$ cat config.mk
export PLATFORM = sky130hd
export DESIGN_NAME = alu_serial_ctrl
export DESIGN_NICKNAME = d
export VERILOG_FILES = /design/src/rtl/alu_serial_pkg.sv /design/src/rtl/ALU_1bit.sv /design/src/rtl/alu_serial_ctrl.sv
export SDC_FILE = /design/constraint.sdc
export NUM_CORES = 1
export LEC_CHECK = 0
export CAP_MARGIN = 15
export CORE_AREA = 3 3 168 88
export DETAILED_ROUTE_END_ITERATION = 10
export DIE_AREA = 0 0 171 91
export GPL_TIMING_DRIVEN = 0
export PLACE_DENSITY = 0.58
export SYNTH_ARGS = -nofsm -noshare
export SYNTH_HDL_FRONTEND = slang
export SYNTH_SLANG_ARGS = --single-unit
export TNS_END_PERCENT = 50
$ cat constraint.sdc
create_clock -name clk_i -period 3.7 [get_ports clk_i]
set_clock_uncertainty 0.2 [all_clocks]
set_input_delay 0.74 -clock clk_i [delete_from_list [all_inputs] [get_ports clk_i]]
set_output_delay 0.74 -clock clk_i [all_outputs]
set_load 0.02 [all_outputs]
$ cat src/rtl/alu_serial_pkg.sv
// alu_serial_pkg: FSM state encoding and ALU control codes for the bit-serial ALU sequencer
package alu_serial_pkg;
  typedef enum logic [1:0] {IDLE = 2'd0, RUN = 2'd1, DONE = 2'd2} state_t;
  localparam logic [3:0] CTRL_OR   = 4'b0000;
  localparam logic [3:0] CTRL_AND  = 4'b0001;
  localparam logic [3:0] CTRL_ADD  = 4'b0010;
  localparam logic [3:0] CTRL_SUB  = 4'b0110;
  localparam logic [3:0] CTRL_SLT  = 4'b0111;
  localparam logic [3:0] CTRL_NOR  = 4'b1101;
  localparam logic [3:0] CTRL_NAND = 4'b1100;
  localparam logic [1:0] OP_SUM    = 2'b10;
  localparam logic [1:0] OP_LESS   = 2'b11;
endpackage

$ cat src/rtl/ALU_1bit.sv
// ALU_1bit: one-bit ALU slice with operand inversion, OR/AND/sum/less select and carry out
module ALU_1bit (
  input  logic       src1_i,
  input  logic       src2_i,
  input  logic       less_i,
  input  logic       a_invert_i,
  input  logic       b_invert_i,
  input  logic       cin_i,
  input  logic [1:0] operation_i,
  output logic       result_o,
  output logic       cout_o
);
  logic a, b;
  assign a = src1_i ^ a_invert_i;
  assign b = src2_i ^ b_invert_i;
  assign cout_o = (a & b) | (cin_i & (a ^ b));
  assign result_o = operation_i == 2'b00 ? a | b :
                    operation_i == 2'b01 ? a & b :
                    operation_i == 2'b10 ? a ^ b ^ cin_i : less_i;
endmodule

$ cat src/rtl/alu_serial_ctrl.sv
// alu_serial_ctrl: bit-serial ALU sequencer driving one ALU_1bit slice LSB-first over WIDTH cycles.
// Define ALU_SERIAL_FLAGS_EN to add the cout_o/overflow_o flag ports.
module alu_serial_ctrl
  import alu_serial_pkg::*;
#(
  parameter  int WIDTH = 32,
  localparam int CNT_W = $clog2(WIDTH)
) (
  input  logic             clk_i,
  input  logic             rst_i,
  input  logic             start_i,
  input  logic [3:0]       alu_ctrl_i,
  input  logic [WIDTH-1:0] src1_i,
  input  logic [WIDTH-1:0] src2_i,
  output logic             busy_o,
  output logic             done_o,
  output logic [WIDTH-1:0] result_o,
  output logic             zero_o
`ifdef ALU_SERIAL_FLAGS_EN
  , output logic           cout_o
  , output logic           overflow_o
`endif
);
  state_t             state_q;
  logic [WIDTH-1:0]   a_q, b_q, res_q, shift_d, res_d;
  logic [3:0]         ctrl_q;
  logic [CNT_W-1:0]   cnt_q;
  logic               carry_q, busy_q, done_q, zero_q;
  logic               s_res, s_cout, last, is_slt, ovf;
`ifdef ALU_SERIAL_FLAGS_EN
  logic               cout_q, ovf_q;
  assign cout_o     = cout_q;
  assign overflow_o = ovf_q;
`endif
  always_comb begin
    last    = cnt_q == CNT_W'(WIDTH - 1);
    is_slt  = ctrl_q[1:0] == OP_LESS;
    ovf     = carry_q ^ s_cout;
    shift_d = {s_res, res_q[WIDTH-1:1]};
    res_d   = is_slt ? {{(WIDTH-1){1'b0}}, s_res ^ ovf} : shift_d;
  end
  // SLT runs through the slice as a subtract; the sign fix-up is applied on the last bit
  ALU_1bit u_slice (
    .src1_i     (a_q[0]),
    .src2_i     (b_q[0]),
    .less_i     (1'b0),
    .a_invert_i (ctrl_q[3]),
    .b_invert_i (ctrl_q[2]),
    .cin_i      (carry_q),
    .operation_i(is_slt ? OP_SUM : ctrl_q[1:0]),
    .result_o   (s_res),
    .cout_o     (s_cout)
  );
  always_ff @(posedge clk_i) begin
    if (!rst_i) begin
      state_q <= IDLE;
      a_q     <= '0;
      b_q     <= '0;
      res_q   <= '0;
      ctrl_q  <= '0;
      cnt_q   <= '0;
      carry_q <= 1'b0;
      busy_q  <= 1'b0;
      done_q  <= 1'b0;
      zero_q  <= 1'b0;
`ifdef ALU_SERIAL_FLAGS_EN
      cout_q  <= 1'b0;
      ovf_q   <= 1'b0;
`endif
    end else begin
      case (state_q)
        IDLE: if (start_i) begin
          a_q     <= src1_i;
          b_q     <= src2_i;
          ctrl_q  <= alu_ctrl_i;
          carry_q <= alu_ctrl_i[2];
          cnt_q   <= '0;
          busy_q  <= 1'b1;
          state_q <= RUN;
        end
        RUN: begin
          a_q     <= a_q >> 1;
          b_q     <= b_q >> 1;
          carry_q <= s_cout;
          cnt_q   <= cnt_q + CNT_W'(1);
          res_q   <= last ? res_d : shift_d;
          if (last) begin
            state_q <= DONE;
            done_q  <= 1'b1;
            zero_q  <= res_d == '0;
`ifdef ALU_SERIAL_FLAGS_EN
            cout_q  <= s_cout;
            ovf_q   <= ctrl_q[1] & ovf;
`endif
          end
        end
        DONE: begin
          done_q  <= 1'b0;
          busy_q  <= 1'b0;
          state_q <= IDLE;
        end
        default: state_q <= IDLE;
      endcase
    end
  end
  assign busy_o   = busy_q;
  assign done_o   = done_q;
  assign result_o = res_q;
  assign zero_o   = zero_q;
endmodule

# ---- Yosys cells after proc, flatten, opt, wreduce, memory -nomap -nowiden
# Index checks and enable logic that the tools add are counted.
dict set report word_totals {
  out_inout_bits 35
  wordCells 62
  ff_bits 111
}
dict set report classes {
  n_addsub 1
  n_reduce_logical 12
  mux 21
  bitwise_logic 10
  eq_ne 8
}
# operator count
set ops {}
lappend ops {{$mux 32} 4}
lappend ops {{$pmux 32 s2} 2}
lappend ops {{$logic_not 32->1} 1}
lappend ops {{$reduce_and 2->1} 6}
lappend ops {{$pmux 5 s2} 1}
lappend ops {{$eq 2x2->1 const B} 3}
lappend ops {{$mux 1} 6}
lappend ops {{$mux 2} 3}
lappend ops {{$pmux 1 s2} 3}
lappend ops {{$reduce_bool 2->1} 3}
lappend ops {{$xor 1x1->1} 6}
lappend ops {{$add 5x1->5 const B} 1}
lappend ops {{$eq 5x5->1 const B} 1}
lappend ops {{$mux 5} 1}
lappend ops {{$eq 2x1->1 const B} 2}
lappend ops {{$logic_not 2->1} 2}
lappend ops {{$ne 2x2->1 const B} 2}
lappend ops {{$pmux 2 s2} 1}
lappend ops {{$and 1x1->1} 2}
lappend ops {{$or 1x1->1} 2}

# ---- Logic depth before layout (Yosys ltp)
dict set report logic_depth {
  word_depth 9
  depth_mapped 8
}

# ---- Hierarchy
# Synthesis repeated with hierarchy kept, for this count alone.
dict set report hier_totals {
  cells_unflattened 600
  hier_area_um2 4802.1
}
# mod cells_per_inst seq_area_each_um2 area_per_inst_um2 n_inst
set by_module_without_submodules {}
lappend by_module_without_submodules {alu_serial_ctrl 588 2222.1 4694.5 1}
lappend by_module_without_submodules {ALU_1bit 12 0.0 107.6 1}

# ---- Least setup slack after synthesis
# No wires, ideal clock.
dict set report synth_path {
  path_type {register -> register}
  start {reg ctrl_q[3]}
  end {reg res_q[0] (netlist: result_o[0])}
  required_ns 3.379
  period_less_slack_ns 2.080
  stages_incl_launch_ff 8
  t_arrival_ns 1.759
  slack_ns 1.620
  n_path_buf 0
  cell_sequence {dfxtp_1 > xor2_1 > inv_1 > fa_1 > xnor2_1 > xnor2_1 > a31oi_1 > a2bb2o_1}
}
dict set report synth_between {
  elab_chain_cells 9
}
# element line_no
set synth_lines {}
lappend synth_lines {{start: declaration} alu_serial_ctrl.sv:26} ;# logic [3:0] ctrl_q;
lappend synth_lines {{start signal: assignment} alu_serial_ctrl.sv:75} ;# ctrl_q <= alu_ctrl_i;
lappend synth_lines {{$xor 1x1->1 (*)} ALU_1bit.sv:14} ;# assign a = src1_i ^ a_invert_i;
lappend synth_lines {{$xor 1x1->1} {ALU_1bit.sv:16, ALU_1bit.sv:19}}
lappend synth_lines {{$xor 1x1->1} ALU_1bit.sv:19} ;# operation_i == 2'b10 ? a ^ b ^ cin_i : less_i;
lappend synth_lines {{$mux 1} ALU_1bit.sv:19}
lappend synth_lines {{$mux 1} ALU_1bit.sv:18} ;# operation_i == 2'b01 ? a & b :
lappend synth_lines {{$mux 1} ALU_1bit.sv:17} ;# assign result_o = operation_i == 2'b00 ? a | b :
lappend synth_lines {{$xor 1x1->1 (*)} alu_serial_ctrl.sv:40} ;# res_d = is_slt ? {{(WIDTH-1){1'b0}}, s_res ^ ovf} : shift_d;
lappend synth_lines {{$mux 32 (*)} alu_serial_ctrl.sv:40}
lappend synth_lines {{$mux 32 (*)} alu_serial_ctrl.sv:86} ;# res_q <= last ? res_d : shift_d;
lappend synth_lines {{end signal: assignment} alu_serial_ctrl.sv:86}
lappend synth_lines {{end: declaration} alu_serial_ctrl.sv:25} ;# logic [WIDTH-1:0] a_q, b_q, res_q, shift_d, res_d;
# Every way passes the cells marked *; elsewhere a longest branch is shown, timed or not.
# A chain may end at the register's enable or synchronous reset.

# ---- Worst setup path after layout
dict set report layout_path {
  start {in rst_i}
  end {reg carry_q}
}
# element line_no
set layout_rtl {}
lappend layout_rtl {{start: declaration} alu_serial_ctrl.sv:10} ;# input logic rst_i,
lappend layout_rtl {{end signal: assignment} alu_serial_ctrl.sv:76} ;# carry_q <= alu_ctrl_i[2];
lappend layout_rtl {{end signal: assignment} alu_serial_ctrl.sv:84} ;# carry_q <= s_cout;
lappend layout_rtl {{end: declaration} alu_serial_ctrl.sv:28} ;# logic carry_q, busy_q, done_q, zero_q;
# No word-level cell between the ends.

==> flow_summary.ini <==
[status]
outcome = finished clean

[placed_design]
dpl_worst_slack_ns = 0.845
placed_cells = 845
gp_routability_congestion = 0.781
dp_hpwl_um = 8880
portBuffers = 105

[floorplan]
initial_core_util_pct = 34.8
rows = 30
io_pins = 106
die_h_um = 91
core-area_um2 = 13400
dieArea_um2 = 15600
fp.dieW_um = 171

[grt]
grt_overflow = 0
grt_pass1_wl_um = 20900
antenna_found_initial = 0
grt_max_degree = 20
first_global_vias = 4211
grt_usage_pct = 16.3

[route]
drt_iter0_drc = 337
drt_pass1_iterations = 4
viasPerCell = 5.06
vias = 4355
drt-total-wl_um = 12600
wire_per_inst_um = 14.7
ant_nets = 0
drc = 0

[timing]
hold_violations = 0
timing.final.ws_setup_ns = 1.22
min_period_ns = 2.48
tightest_slew_ns = 0.584
slew_headroom_pct = 61.0
finalCritPeriodShare_pct = 67.0
rsz0062_at_grt = false
finalMaxSlewViolations = 0
setup_violations = 0
tns_ns = 0
clock.fmax_ghz = 0.404

[yosys]
synth_cell_types = 37
ys_async_sr_fraction_pct = 0
synth.area.top_cells = dfxtp_1, nand2_1, a311oi_1
yosysTopAreaCellShare_pct = 47.5
ys_seq_area_share_pct = 47.5
synth-edff-count = 0
synth_area_leader_cell = dfxtp_1
synth_area_um2 = 4680
ys.warnings.count = 0
synthesis.nets = 640
synth_top_flop_cell = dfxtp_1
ys_seq_elements = 111
avgSynthCellArea_um2 = 8.30
postSynthCellCount = 564

[cells_and_area]
syn_to_final_growth_pct = 33.6
multiInputGateArea_um2 = 2170
layout.nets = 756
instances_no_fill = 861
fillers = 1379
drive_gt1_share_pct = 8.91
n_antenna_cell = 0
seq_area_um2 = 2220
utilization_pct = 46.6

[worst_hold_path]
min_path_type = flop to flop

[cts]
clock-sinks = 111
path_clk_slew_ns = 0.07
cts_made_buffers = 9
htreeDepth = 3
cts_tree = done
post_cts_buffers = 0
cts_resized = 0
clock-root-buffer = clkbuf_16
cts_hold_buf = 0
insertion_delay_ns = 0.36
clk_path_buf_depth = 2

[power_and_ir_drop]
power.leakage_uw = 0.00233
power_uw = 2730
peakVddDrop_v = 0.000203
cellPowerDensity_nw_per_um2 = 437

[worst_setup_path]
cpMaxStageDelayCell = clkdlybuf4s50_1
start_kind = primary input
path_max_fanout = 10
critPathMaxStageDelay_ns = 0.52
cp_cell_sequence = clkdlybuf4s50_1 > inv_2 > clkbuf_1 > buf_1 > nor2_1
cp.required_ns = 3.72
setup.worst_path.class = primary input to flop
crit_arrival_ns = 2.49
end_kind = flop

[flow_run]
max-cap-violations = 0
layout make-up:
cell class,instances,share of cell area [%]
Timing Repair Buffer,105,16.8
Clock buffer,9,3.60
Clock inverter,7,1.26
Sequential cell,111,35.5
Inverter,5,0.300
Buffer,47,4.26
Multi-Input combinational cell,401,34.8
Tap cell,176,3.52
report_power, final:
part,leakage (µW),internal (µW),switching [µW]
clock,0.000150,533,465
combinational,0.00127,191,230
sequential,0.000910,1270,43.1
total,0.00233,2000,738
placed cells by master (no fill, tap or decap), types with 2 or more instances in the layout:
cell,n
dfxtp_1,111
clkdlybuf4s50_1,105
and2_1,4
a22oi_1,30
inv_6,2
xnor2_1,3
a311oi_2,5
o21ai_0,4
nor2_1,103
nand3_1,6
buf_2,27
nand3b_1,2
clkinv_4,3
ha_1,4
and3_1,2
inv_1,4
a311oi_1,57
clkbuf_16,9
a21oi_1,17
clkbuf_1,11
nor4_1,6
nand2_1,143
buf_6,7
critical path: cells and delay by family:
kind | cells | cell delay [ns]
buffers and inverters | 4 | 1.66
and+or+nand+nor | 1 | 0.09
state kept, by name, summed over array words and instances, names as in the netlist:
name	cells
cnt_q	5
carry_q	1
ctrl_q	4
result_o	32
zero_o	1
done_o	1
state_q	2
a_q	32
b_q	32
busy_o	1
synthesized netlist by cell type (5+ instances only):
cell type	count
nor2_1	103
dfxtp_1	111
clkbuf_1	11
nand3_1	6
a22oi_1	30
buf_2	27
nor4_1	6
a311oi_1	57
a21oi_1	17
buf_6	7
nand2_1	143
a311oi_2	5
worst paths after layout:
check | start | endpoint | slack, ns | depth (start not counted)
worst max register to register | a_q[0] | result_o[0] | 1.37 | 7
worst min-delay path | cnt_q[3] | cnt_q[3] | 0.26 | 1
worst min register to register | cnt_q[3] | cnt_q[3] | 0.26 | 1
worst max-delay path | rst_i | carry_q | 1.22 | 5
through the flow:
stage / hold WS (ns) / instance area (µm²)
floorplan: 0.214 / 4680
global placement: 0.242 / 5950
detailed placement: 0.251 / 5950
CTS: 0.262 / 6260
global route: 0.277 / 6260
finish: 0.262 / 6260
logic make-up after synthesis:
logic type / after synthesis / share of synthesized area (%)
adder cells (fa/ha/maj): 5 / 1.50
AND/OR/NAND/NOR: 274 / 23.9
flip-flops: 111 / 47.5
XOR/XNOR: 4 / 0.748
buffers and inverters: 52 / 6.09
AO/OA/AOI/OAI: 118 / 20.3
per-layer routing:
layer | track usage (%) | routed length (µm)
met5 | 0 | 0
met4 | 3.75 | 122
met3 | 3.48 | 401
met2 | 24.9 | 5640
met1 | 23.6 | 6480
No activity file was read; power rests on OpenSTA's default activity.
